--- src/rtl/axi4l_pkg.sv ---
// Shared types and constants for the AXI4-lite memory initiator and its helpers.
package axi4l_pkg;

  localparam int unsigned AXI_WIDTH = 32;

  localparam logic [2:0] PROT_DATA = 3'b000;
  localparam logic [2:0] PROT_INSN = 3'b100;

  typedef enum logic [2:0] {
    StIdle,
    StRdAddr,
    StRdData,
    StWr,
    StWrResp,
    StDone
  } state_e;

endpackage

--- src/rtl/axi4l_mem_initiator_if.sv ---
// Native core memory port plus AXI4-lite initiator channels, bundled for the initiator.
interface axi4l_mem_initiator_if;
  import axi4l_pkg::*;

  logic                   mem_valid;
  logic                   mem_instr;
  logic [AXI_WIDTH-1:0]   mem_addr;
  logic [AXI_WIDTH-1:0]   mem_wdata;
  logic [AXI_WIDTH/8-1:0] mem_wstrb;
  logic                   mem_ready;
  logic [AXI_WIDTH-1:0]   mem_rdata;

  logic                   mem_axi_awvalid;
  logic                   mem_axi_awready;
  logic [AXI_WIDTH-1:0]   mem_axi_awaddr;
  logic [2:0]             mem_axi_awprot;
  logic                   mem_axi_wvalid;
  logic                   mem_axi_wready;
  logic [AXI_WIDTH-1:0]   mem_axi_wdata;
  logic [AXI_WIDTH/8-1:0] mem_axi_wstrb;
  logic                   mem_axi_bvalid;
  logic                   mem_axi_bready;
  logic                   mem_axi_arvalid;
  logic                   mem_axi_arready;
  logic [AXI_WIDTH-1:0]   mem_axi_araddr;
  logic [2:0]             mem_axi_arprot;
  logic                   mem_axi_rvalid;
  logic                   mem_axi_rready;
  logic [AXI_WIDTH-1:0]   mem_axi_rdata;

  // Initiator view.
  modport master (
    input  mem_valid, mem_instr, mem_addr, mem_wdata, mem_wstrb,
    output mem_ready, mem_rdata,
    output mem_axi_awvalid, mem_axi_awaddr, mem_axi_awprot,
    input  mem_axi_awready,
    output mem_axi_wvalid, mem_axi_wdata, mem_axi_wstrb,
    input  mem_axi_wready,
    input  mem_axi_bvalid,
    output mem_axi_bready,
    output mem_axi_arvalid, mem_axi_araddr, mem_axi_arprot,
    input  mem_axi_arready,
    input  mem_axi_rvalid, mem_axi_rdata,
    output mem_axi_rready
  );

  // Core plus responder view.
  modport slave (
    output mem_valid, mem_instr, mem_addr, mem_wdata, mem_wstrb,
    input  mem_ready, mem_rdata,
    input  mem_axi_awvalid, mem_axi_awaddr, mem_axi_awprot,
    output mem_axi_awready,
    input  mem_axi_wvalid, mem_axi_wdata, mem_axi_wstrb,
    output mem_axi_wready,
    output mem_axi_bvalid,
    input  mem_axi_bready,
    input  mem_axi_arvalid, mem_axi_araddr, mem_axi_arprot,
    output mem_axi_arready,
    output mem_axi_rvalid, mem_axi_rdata,
    input  mem_axi_rready
  );

endinterface

--- src/rtl/axi4l_watchdog.sv ---
// Saturating wait counter with a sticky flag once the count reaches TIMEOUT_CYCLES.
module axi4l_watchdog #(
  parameter int unsigned TIMEOUT_CYCLES = 1024,
  parameter int unsigned CNT_WIDTH      = 16
) (
  input  logic clk,
  input  logic resetn,
  input  logic en_i,
  input  logic clr_i,
  output logic expired_o
);

  localparam logic [CNT_WIDTH-1:0] Limit = CNT_WIDTH'(TIMEOUT_CYCLES);

  logic [CNT_WIDTH-1:0] cnt_q, cnt_d;
  logic                 flag_q, flag_d;

  always_comb begin
    cnt_d = cnt_q;
    if (clr_i) begin
      cnt_d = '0;
    end else if (en_i && (cnt_q != '1)) begin
      cnt_d = cnt_q + 1'b1;
    end
    // Flag rises on the same edge the count lands on the limit.
    flag_d = flag_q | ((TIMEOUT_CYCLES != 0) && (cnt_d == Limit) && !clr_i);
  end

  always_ff @(posedge clk) begin
    if (!resetn) begin
      cnt_q  <= '0;
      flag_q <= 1'b0;
    end else begin
      cnt_q  <= cnt_d;
      flag_q <= flag_d;
    end
  end

  assign expired_o = flag_q;

endmodule

--- src/rtl/axi4l_mem_initiator.sv ---
// Converts single native memory requests into one AXI4-lite read or write at a time.
module axi4l_mem_initiator
  import axi4l_pkg::*;
#(
  parameter int unsigned TIMEOUT_CYCLES = 1024,
  parameter int unsigned CNT_WIDTH      = 16
) (
  input  logic                  clk,
  input  logic                  resetn,
  axi4l_mem_initiator_if.master bus,
  output logic                  timeout_err,
  output logic                  busy
);

  state_e                 state_q, state_d;
  logic [AXI_WIDTH-1:0]   addr_q, addr_d;
  logic [AXI_WIDTH-1:0]   wdata_q, wdata_d;
  logic [AXI_WIDTH/8-1:0] wstrb_q, wstrb_d;
  logic [2:0]             prot_q, prot_d;
  logic [AXI_WIDTH-1:0]   rdata_q, rdata_d;
  logic awvalid_q, awvalid_d, wvalid_q, wvalid_d, arvalid_q, arvalid_d;
  logic rready_q, rready_d, bready_q, bready_d, mem_ready_q, mem_ready_d;
  logic aw_done_q, aw_done_d, w_done_q, w_done_d, busy_q, busy_d;
  logic aw_hs, w_hs;

  assign aw_hs = awvalid_q & bus.mem_axi_awready;
  assign w_hs  = wvalid_q & bus.mem_axi_wready;

  always_comb begin
    state_d     = state_q;
    addr_d      = addr_q;
    wdata_d     = wdata_q;
    wstrb_d     = wstrb_q;
    prot_d      = prot_q;
    rdata_d     = rdata_q;
    awvalid_d   = awvalid_q;
    wvalid_d    = wvalid_q;
    arvalid_d   = arvalid_q;
    rready_d    = rready_q;
    bready_d    = bready_q;
    mem_ready_d = 1'b0;
    aw_done_d   = aw_done_q;
    w_done_d    = w_done_q;
    unique case (state_q)
      StIdle: begin
        if (bus.mem_valid) begin
          addr_d    = bus.mem_addr;
          wdata_d   = bus.mem_wdata;
          wstrb_d   = bus.mem_wstrb;
          prot_d    = bus.mem_instr ? PROT_INSN : PROT_DATA;
          aw_done_d = 1'b0;
          w_done_d  = 1'b0;
          if (bus.mem_wstrb == '0) begin
            arvalid_d = 1'b1;
            state_d   = StRdAddr;
          end else begin
            awvalid_d = 1'b1;
            wvalid_d  = 1'b1;
            state_d   = StWr;
          end
        end
      end
      StRdAddr: begin
        if (arvalid_q && bus.mem_axi_arready) begin
          arvalid_d = 1'b0;
          rready_d  = 1'b1;
          state_d   = StRdData;
        end
      end
      StRdData: begin
        if (rready_q && bus.mem_axi_rvalid) begin
          rdata_d     = bus.mem_axi_rdata;
          rready_d    = 1'b0;
          mem_ready_d = 1'b1;
          state_d     = StDone;
        end
      end
      StWr: begin
        if (aw_hs) awvalid_d = 1'b0;
        if (w_hs)  wvalid_d  = 1'b0;
        aw_done_d = aw_done_q | aw_hs;
        w_done_d  = w_done_q | w_hs;
        if (aw_done_d && w_done_d) begin
          bready_d = 1'b1;
          state_d  = StWrResp;
        end
      end
      StWrResp: begin
        if (bready_q && bus.mem_axi_bvalid) begin
          bready_d    = 1'b0;
          mem_ready_d = 1'b1;
          state_d     = StDone;
        end
      end
      StDone:  state_d = StIdle;
      default: state_d = StIdle;
    endcase
    busy_d = (state_d != StIdle);
  end

  always_ff @(posedge clk) begin
    if (!resetn) begin
      state_q     <= StIdle;
      addr_q      <= '0;
      wdata_q     <= '0;
      wstrb_q     <= '0;
      prot_q      <= PROT_DATA;
      rdata_q     <= '0;
      awvalid_q   <= 1'b0;
      wvalid_q    <= 1'b0;
      arvalid_q   <= 1'b0;
      rready_q    <= 1'b0;
      bready_q    <= 1'b0;
      mem_ready_q <= 1'b0;
      aw_done_q   <= 1'b0;
      w_done_q    <= 1'b0;
      busy_q      <= 1'b0;
    end else begin
      state_q     <= state_d;
      addr_q      <= addr_d;
      wdata_q     <= wdata_d;
      wstrb_q     <= wstrb_d;
      prot_q      <= prot_d;
      rdata_q     <= rdata_d;
      awvalid_q   <= awvalid_d;
      wvalid_q    <= wvalid_d;
      arvalid_q   <= arvalid_d;
      rready_q    <= rready_d;
      bready_q    <= bready_d;
      mem_ready_q <= mem_ready_d;
      aw_done_q   <= aw_done_d;
      w_done_q    <= w_done_d;
      busy_q      <= busy_d;
    end
  end

  axi4l_watchdog #(
    .TIMEOUT_CYCLES(TIMEOUT_CYCLES),
    .CNT_WIDTH     (CNT_WIDTH)
  ) u_watchdog (
    .clk      (clk),
    .resetn   (resetn),
    .en_i     ((state_q != StIdle) && (state_q != StDone)),
    .clr_i    ((state_q == StIdle) || (state_q == StDone)),
    .expired_o(timeout_err)
  );

  assign busy                = busy_q;
  assign bus.mem_ready       = mem_ready_q;
  assign bus.mem_rdata       = rdata_q;
  assign bus.mem_axi_awvalid = awvalid_q;
  assign bus.mem_axi_awaddr  = addr_q;
  assign bus.mem_axi_awprot  = PROT_DATA;
  assign bus.mem_axi_wvalid  = wvalid_q;
  assign bus.mem_axi_wdata   = wdata_q;
  assign bus.mem_axi_wstrb   = wstrb_q;
  assign bus.mem_axi_bready  = bready_q;
  assign bus.mem_axi_arvalid = arvalid_q;
  assign bus.mem_axi_araddr  = addr_q;
  assign bus.mem_axi_arprot  = prot_q;
  assign bus.mem_axi_rready  = rready_q;

endmodule

--- src/flat_wrapper.sv ---
// flat-port wrapper written by rule: the top's interface ports become plain ports
module axi4l_mem_initiator_flat import axi4l_pkg::*;
#(
  parameter int unsigned TIMEOUT_CYCLES = 1024,
  parameter int unsigned CNT_WIDTH      = 16
)
  (clk, resetn, timeout_err, busy, bus_mem_valid, bus_mem_instr, bus_mem_addr, bus_mem_wdata, bus_mem_wstrb, bus_mem_ready, bus_mem_rdata, bus_mem_axi_awvalid, bus_mem_axi_awaddr, bus_mem_axi_awprot, bus_mem_axi_awready, bus_mem_axi_wvalid, bus_mem_axi_wdata, bus_mem_axi_wstrb, bus_mem_axi_wready, bus_mem_axi_bvalid, bus_mem_axi_bready, bus_mem_axi_arvalid, bus_mem_axi_araddr, bus_mem_axi_arprot, bus_mem_axi_arready, bus_mem_axi_rvalid, bus_mem_axi_rdata, bus_mem_axi_rready);
  axi4l_mem_initiator_if bus_i ();
  input  logic clk;
  input  logic resetn;
  output logic timeout_err;
  output logic busy;
  input wire logic [$bits(bus_i.mem_valid)-1:0] bus_mem_valid;
  input wire logic [$bits(bus_i.mem_instr)-1:0] bus_mem_instr;
  input wire logic [$bits(bus_i.mem_addr)-1:0] bus_mem_addr;
  input wire logic [$bits(bus_i.mem_wdata)-1:0] bus_mem_wdata;
  input wire logic [$bits(bus_i.mem_wstrb)-1:0] bus_mem_wstrb;
  output wire logic [$bits(bus_i.mem_ready)-1:0] bus_mem_ready;
  output wire logic [$bits(bus_i.mem_rdata)-1:0] bus_mem_rdata;
  output wire logic [$bits(bus_i.mem_axi_awvalid)-1:0] bus_mem_axi_awvalid;
  output wire logic [$bits(bus_i.mem_axi_awaddr)-1:0] bus_mem_axi_awaddr;
  output wire logic [$bits(bus_i.mem_axi_awprot)-1:0] bus_mem_axi_awprot;
  input wire logic [$bits(bus_i.mem_axi_awready)-1:0] bus_mem_axi_awready;
  output wire logic [$bits(bus_i.mem_axi_wvalid)-1:0] bus_mem_axi_wvalid;
  output wire logic [$bits(bus_i.mem_axi_wdata)-1:0] bus_mem_axi_wdata;
  output wire logic [$bits(bus_i.mem_axi_wstrb)-1:0] bus_mem_axi_wstrb;
  input wire logic [$bits(bus_i.mem_axi_wready)-1:0] bus_mem_axi_wready;
  input wire logic [$bits(bus_i.mem_axi_bvalid)-1:0] bus_mem_axi_bvalid;
  output wire logic [$bits(bus_i.mem_axi_bready)-1:0] bus_mem_axi_bready;
  output wire logic [$bits(bus_i.mem_axi_arvalid)-1:0] bus_mem_axi_arvalid;
  output wire logic [$bits(bus_i.mem_axi_araddr)-1:0] bus_mem_axi_araddr;
  output wire logic [$bits(bus_i.mem_axi_arprot)-1:0] bus_mem_axi_arprot;
  input wire logic [$bits(bus_i.mem_axi_arready)-1:0] bus_mem_axi_arready;
  input wire logic [$bits(bus_i.mem_axi_rvalid)-1:0] bus_mem_axi_rvalid;
  input wire logic [$bits(bus_i.mem_axi_rdata)-1:0] bus_mem_axi_rdata;
  output wire logic [$bits(bus_i.mem_axi_rready)-1:0] bus_mem_axi_rready;
  assign bus_i.mem_valid = bus_mem_valid;
  assign bus_i.mem_instr = bus_mem_instr;
  assign bus_i.mem_addr = bus_mem_addr;
  assign bus_i.mem_wdata = bus_mem_wdata;
  assign bus_i.mem_wstrb = bus_mem_wstrb;
  assign bus_mem_ready = bus_i.mem_ready;
  assign bus_mem_rdata = bus_i.mem_rdata;
  assign bus_mem_axi_awvalid = bus_i.mem_axi_awvalid;
  assign bus_mem_axi_awaddr = bus_i.mem_axi_awaddr;
  assign bus_mem_axi_awprot = bus_i.mem_axi_awprot;
  assign bus_i.mem_axi_awready = bus_mem_axi_awready;
  assign bus_mem_axi_wvalid = bus_i.mem_axi_wvalid;
  assign bus_mem_axi_wdata = bus_i.mem_axi_wdata;
  assign bus_mem_axi_wstrb = bus_i.mem_axi_wstrb;
  assign bus_i.mem_axi_wready = bus_mem_axi_wready;
  assign bus_i.mem_axi_bvalid = bus_mem_axi_bvalid;
  assign bus_mem_axi_bready = bus_i.mem_axi_bready;
  assign bus_mem_axi_arvalid = bus_i.mem_axi_arvalid;
  assign bus_mem_axi_araddr = bus_i.mem_axi_araddr;
  assign bus_mem_axi_arprot = bus_i.mem_axi_arprot;
  assign bus_i.mem_axi_arready = bus_mem_axi_arready;
  assign bus_i.mem_axi_rvalid = bus_mem_axi_rvalid;
  assign bus_i.mem_axi_rdata = bus_mem_axi_rdata;
  assign bus_mem_axi_rready = bus_i.mem_axi_rready;
  axi4l_mem_initiator #(.TIMEOUT_CYCLES(TIMEOUT_CYCLES), .CNT_WIDTH(CNT_WIDTH)) u_core (.clk(clk), .resetn(resetn), .bus(bus_i), .timeout_err(timeout_err), .busy(busy));
endmodule
--- config.mk ---
export PLATFORM = sky130hd
export DESIGN_NAME = axi4l_mem_initiator_flat
export DESIGN_NICKNAME = d
export VERILOG_FILES = /design/src/rtl/axi4l_pkg.sv /design/src/rtl/axi4l_mem_initiator_if.sv /design/src/rtl/axi4l_watchdog.sv /design/src/rtl/axi4l_mem_initiator.sv /design/src/flat_wrapper.sv
export SDC_FILE = /design/constraint.sdc
export NUM_CORES = 1
export LEC_CHECK = 0
export CORE_MARGIN = 4
export CORE_UTILIZATION = 37
export DETAILED_ROUTE_END_ITERATION = 12
export GPL_ROUTABILITY_DRIVEN = 0
export GPL_TIMING_DRIVEN = 1
export PLACE_DENSITY = 0.7
export SYNTH_ARGS = -nofsm -noshare
export SYNTH_HDL_FRONTEND = slang
export SYNTH_SLANG_ARGS = --single-unit
--- constraint.sdc ---
create_clock -name clk -period 3.41 [get_ports clk]
set_clock_uncertainty 0.05 [all_clocks]
set_input_delay 0.682 -clock clk [delete_from_list [all_inputs] [get_ports clk]]
set_output_delay 0.682 -clock clk [all_outputs]
set_load 0.03 [all_outputs]
==> results.cfg, run 1 <==
[run_status]
status = finished, final reports clean

[floorplanning]
start_util = 0.3778
ios = 255
die_area_mm2 = 0.01685
rows = 44
core_area_mm2 = 0.01453
die_w_um = 129.8
die_h_um = 129.8

[power_and_ir_drop]
p_leak_nw = 3.021
power_density_mw_per_mm2 = 483.7
vdd_drop_max_v = 0.0003345

[clock_tree]
htree_levels = 4
path_clk_slew_ns = 0.05
postCtsResizedCells = 0
cts_buffers = 17
cts_root_buf = clkbuf_16
tritoncts = yes
clk_path_buf_depth = 2
hold_buffers = 0
clock_sinks = 130
post_cts_buffers = 0
clock_latency_ns = 0.40

[finish]
area_growth_pct = 53.20
fin_util = 0.5789
antennaDiodeCount = 0
drive_gt1_frac = 0.05613
layout_common_cells = clkdlybuf4s50_1, nand2_1, dfxtp_1
post-route-cell-area_mm2 = 0.008413
final_common_cell = clkdlybuf4s50_1
fin_nets = 972

[timing]
hold_violations = 0
tns_ns = 0
tightest_slew_ns = 0.6568
timing.fmax_mhz = 406.5
maxSlewHeadroom = 0.5621
maxSlewViolCount = 0
period_minus_slack_ns = 2.460
fin_crit_sh = 0.7214
rsz0062_at_grt = false
setup_viol = 0
worst_slack_ns = 0.9500

[grt]
antenna_found_initial = 0
first_global_vias = 5003
groute.usage.overall = 0.1865
grt-ovfl-total = 0
grt_start_max_net_pins = 60
grt_pass1_wl_um = 24940

[route]
finalWirelength_um = 15700
wl_per_cell_um = 14.85
drtAntennaViolNets = 0
drtIter0Drc = 228
remaining_drc_errors = 0
dr.pass1.iters = 4
vias_per_cell = 4.793
vias = 5066

[setup_path]
r2r_start = u_core.u_watchdog.cnt_q[0]
end_kind = register
endpoint = u_core.u_watchdog.expired_o
arrival_ns = 2.74
rr_endpoint = u_core.u_watchdog.expired_o
worstPathRequired_ns = 3.69
rr_worst_depth = 7
start_kind = register
critical_path_class = register to register
ff2ff_setup_slack_ns = 0.95
cp-startpoint = u_core.u_watchdog.cnt_q[0]
crit_fanout = 6

[placed_design]
place_ws_ns = 0.8364
hpwl_um = 11620
port_buffers = 249
placed_area_mm2 = 0.007874

[synth]
synth_seq_area_share = 0.4739
yosys_warnings = 0
synth_cell_type_count = 53
netlist.area_leader.share = 0.4739
syn_area_per_cell_um2 = 8.346
yosysTopAreaCell = dfxtp_1
syn_inst = 658
syn_area_mm2 = 0.005492
synthTopCellsByArea = dfxtp_1, nand2_1, a21boi_0
yosys_register_bits = 130

[run]
max-cap-violations = 0

[min_path]
hold_path_class = register to register
critical path: stages (launching register included):
cell     delay [ns]
dfxtp_1        0.42
ha_1           0.29
nand4_2        0.22
nor4_4         0.40
or4_1          0.17
a21oi_1        0.08
or4b_1         0.57
o31ai_2        0.18
routing by layer:
layer | vias up | wire (um) | track usage
li1 | 2547 | - | -
met1 | 2328 | 6257 | 0.2049
met2 | 182 | 7677 | 0.3212
met3 | 9 | 1643 | 0.09169
met4 | 0 | 119 | 0.05134
met5 | - | 0 | 0
per-stage QoR:
step           power (W)  instances  hold WS (ns)
6_report        0.004070       1057        0.3985
5_1_grt         0.004257       1057        0.4228
3_3_place_gp    0.002443       1027        0.3905
3_5_place_dp    0.002456       1027        0.3959
2_1_floorplan   0.002109        662        0.4206
4_1_cts         0.004132       1057        0.4037
power breakdown:
group          total, W  internal, W  leakage (nW)  switching (W)
Clock           0.00165      0.00105         0.267       0.000605
Sequential      0.00165      0.00160          1.06      0.0000563
Combinational  0.000764     0.000348          1.70       0.000417
Total           0.00407      0.00299          3.02        0.00108
cell families after synthesis:
family | share of synthesized area
compound gates | 0.1891
buf+inv | 0.08020
other cells | 0.0006829
fa+ha+maj | 0.002278
xor+xnor | 0.01914
flops | 0.4739
mux | 0.003646
simple gates | 0.2310
flip-flops by register name (all words and copies together) (netlist names):
| register | count |
|---|---|
| u_core.bus.mem_axi_rready | 1 |
| u_core.bus.mem_axi_arprot | 1 |
| u_core.bus.mem_axi_wdata | 32 |
| u_core.bus.mem_rdata | 32 |
| u_core.bus.mem_axi_araddr | 32 |
| u_core.busy | 1 |
| u_core.bus.mem_ready | 1 |
| u_core.bus.mem_axi_wstrb | 4 |
| u_core.state_q | 3 |
| u_core.bus.mem_axi_wvalid | 1 |
| u_core.bus.mem_axi_bready | 1 |
| u_core.bus.mem_axi_arvalid | 1 |
| u_core.bus.mem_axi_awvalid | 1 |
| u_core.aw_done_q | 1 |
| u_core.u_watchdog.cnt_q | 16 |
| u_core.w_done_q | 1 |
| u_core.u_watchdog.expired_o | 1 |
synthesized netlist by cell type (all sizes together):
| cell type | number |
|---|---|
| nand2 | 223 |
| dfxtp | 130 |
| a21boi | 103 |
| buf | 41 |
| clkbuf | 35 |
| nor2 | 21 |
| a21oi | 13 |
| nand3 | 7 |
| nand4 | 7 |
| xnor2 | 7 |
| o21ai | 6 |
| xor2 | 5 |
| a31oi | 4 |
| and3 | 4 |
| nor3 | 4 |
| nor3b | 4 |
| or3 | 4 |
| and4 | 3 |
| nor4 | 3 |
| o211ai | 3 |
| o31ai | 3 |
| or2 | 3 |
| a32oi | 2 |
| inv | 2 |
| mux2i | 2 |
| nor2b | 2 |
| o21bai | 2 |
| or4 | 2 |
| a211oi | 1 |
| a221oi | 1 |
| a41oi | 1 |
| and2 | 1 |
| and3b | 1 |
| conb | 1 |
| ha | 1 |
| nor4b | 1 |
| o2111ai | 1 |
| o211a | 1 |
| o21a | 1 |
| o221a | 1 |
| or4b | 1 |
how the worst min path moves through the flow:
stage | cells after the start | slack (ns) | from | to
global route | 2 | 0.42 | u_core.bus.mem_axi_wdata[8] | u_core.bus.mem_axi_wdata[8]
detailed placement | 2 | 0.40 | u_core.bus.mem_axi_wdata[23] | u_core.bus.mem_axi_wdata[23]
CTS | 2 | 0.40 | u_core.bus.mem_axi_wdata[23] | u_core.bus.mem_axi_wdata[23]
floorplan | 2 | 0.42 | u_core.u_watchdog.cnt_q[1] | u_core.u_watchdog.cnt_q[1]
finish | 2 | 0.40 | u_core.bus.mem_axi_wdata[8] | u_core.bus.mem_axi_wdata[8]
global placement | 2 | 0.39 | u_core.bus.mem_axi_wdata[2] | u_core.bus.mem_axi_wdata[2]
area by class of cell:
cell class | instances | area [um2]
clock buffers | 25 | 485.5
clock inverters | 5 | 53.80
fillers | 1284 | 6121
inverters | 2 | 7.507
multi-input cells | 454 | 2474
flip-flops and latches | 130 | 2603
well taps | 184 | 230.2
repair buffers | 257 | 2560
Power figures use the tool's default switching activity.
==> run 2, diff against run 1 <==
Clock period 3.41 ns to 2.4 ns, I/O delays scaled along.
==> run 2 against run 1 <==
First-iteration DRC count shrank 16%. Core utilization grew 1.4 points. Die area is the same. Global-route usage shrank 0.15 points. Routed wire length grew 0.59%. Power grew 50%. Highest routed layer unchanged. Flip-flop and latch count is the same.
==> results.cfg, run 2 (same netlist as run 1, synthesis figures left out) <==
[power_and_ir_drop]
sw_frac_of_total = 0.2639
p_seq_frac = 0.382
p_comb_frac = 0.180
intPower_w = 0.004506
p_leak_nw = 3.112
net-switching-power_w = 0.001616
clockPowerShare = 0.437
vdd_drop_max_v = 0.0004101
power.total_w = 0.006122
power_density_mw_per_mm2 = 710.8

[floorplanning]
die_w_um = 129.8
die_area_mm2 = 0.01685
core_area_mm2 = 0.01453
rows = 44
start_util = 0.3778
ios = 255
die_h_um = 129.8

[grt]
grt_use_met1 = 0.1995
grt_pass1_wl_um = 24860
antenna_found_initial = 0
grt-ovfl-total = 0
top_usage_layer = met2
groute.usage.overall = 0.1850
use_met3 = 0.08473
first_global_vias = 5063
grt_start_max_net_pins = 47
grt.met2_usage = 0.3239

[setup_path]
cp-startpoint = u_core.u_watchdog.cnt_q[0]
slowest_stage = or4b_1
worstPathRequired_ns = 2.68
critPathMaxStageDelay_ns = 0.53
cp_num_buf_inv = 0
arrival_ns = 2.56
start_kind = register
critical-path-top-delay-family = simple AND/OR/NAND/NOR gates
end_kind = register
critical_path_class = register to register
r2r_start = u_core.u_watchdog.cnt_q[0]
crit_fanout = 6
crit_chain = ha_2 > nand4_2 > nor3_2 > mux2i_1 > o31ai_1 > or4b_1 > o31ai_2
ff2ff_setup_slack_ns = 0.12

[timing]
tns_ns = 0
maxSlewViolCount = 0
rsz0062_at_grt = false
fin_crit_sh = 0.9496
hold_violations = 0
period_minus_slack_ns = 2.279
hold_slack_ns = 0.4020
setup_viol = 0
timing.fmax_mhz = 438.8

[clock_tree]
path_clk_slew_ns = 0.06
tritoncts = yes
clock_latency_ns = 0.41
cts_root_buf = clkbuf_16
htree_levels = 4
clock_sinks = 130
clk_path_buf_depth = 2
cts_buffers = 17

[route]
dr.pass1.iters = 4
finalWirelength_um = 15790
vias_per_cell = 4.794
wl_per_cell_um = 14.71
vias = 5144
remaining_drc_errors = 0
drtAntennaViolNets = 0
drtIter0Drc = 191

[finish]
final_cell_count_no_fill = 1073
area_growth_pct = 56.82
layout_common_cells = clkdlybuf4s50_1, nand2_1, dfxtp_1
fillCellCount = 1253
fin_util = 0.5925
final_common_cell = clkdlybuf4s50_1
fin_nets = 985
drive_gt1_frac = 0.07883

[placed_design]
dp.cells = 1037
port_buffers = 249
hpwl_um = 11990

[min_path]
hold_path_class = register to register
hp-start = u_core.bus.mem_axi_wdata[19]

[run]
max-cap-violations = 0

[run_status]
status = finished, final reports clean
## run 2: cell count changes in the layout (fill, tap and decap cells not counted), moves of 2 or more
cell,change
clkinvlp_4,+3
clkinv_4,+2
bufinv_16,+3
buf_4,+12
clkbuf_8,-3
clkbuf_1,-4
## run 2: metal layers
metal	vias to the layer above	wire length, um
met5	-	0
met4	0	235
met3	22	1659
met2	185	7816
met1	2358	6078
li1	2579	-
## run 2: final timing paths
| kind | endpoint | cells after the start |
|---|---|---|
| max | u_core.u_watchdog.expired_o | 7 |
| min | u_core.bus.mem_axi_wdata[19] | 2 |
| max reg2reg | u_core.u_watchdog.expired_o | 7 |
| min reg2reg | u_core.bus.mem_axi_wdata[19] | 2 |
## run 2: repair_timing
action	in CTS	in global routing
endpoints found under the setup margin	0	1
hold buffers	0	0
resized for setup	0	2
buffers inserted	0	3
## run 2: stage by stage
stage / cell area, um2 / setup WS, ns
floorplan: 5507 / 0.2318
global placement: 7961 / 0.09560
detailed placement: 7961 / 0.04320
CTS: 8579 / 0.03670
global route: 8610 / 0.01895
finish: 8612 / 0.1209
## run 2: worst min-delay path, cell delays in order (launching register included)
cell      delay, ns
dfxtp_1        0.30
nand2_1        0.05
a21boi_1       0.05
## run 2: power by group through the flow
stage	logic [W]	clock network, W	registers, W
2_1_floorplan	0.000436	0	0.00256
3_3_place_gp	0.00111	0	0.00238
3_5_place_dp	0.00112	0	0.00239
4_1_cts	0.00112	0.00274	0.00234
5_1_grt	0.00119	0.00285	0.00235
6_report	0.00110	0.00268	0.00234
## run 2: cell type report
cell class | instances | area, um2 | area share
clock inverter | 14 | 188.9 | 0.02194
inverter | 2 | 7.507 | 0.0008717
multi-input combinational | 454 | 2481 | 0.2881
timing repair buffer | 270 | 2670 | 0.3100
sequential | 130 | 2603 | 0.3022
clock buffer | 18 | 429.2 | 0.04983
tap | 184 | 230.2 | 0.02673
antenna | 1 | 2.502 | 0.0002906
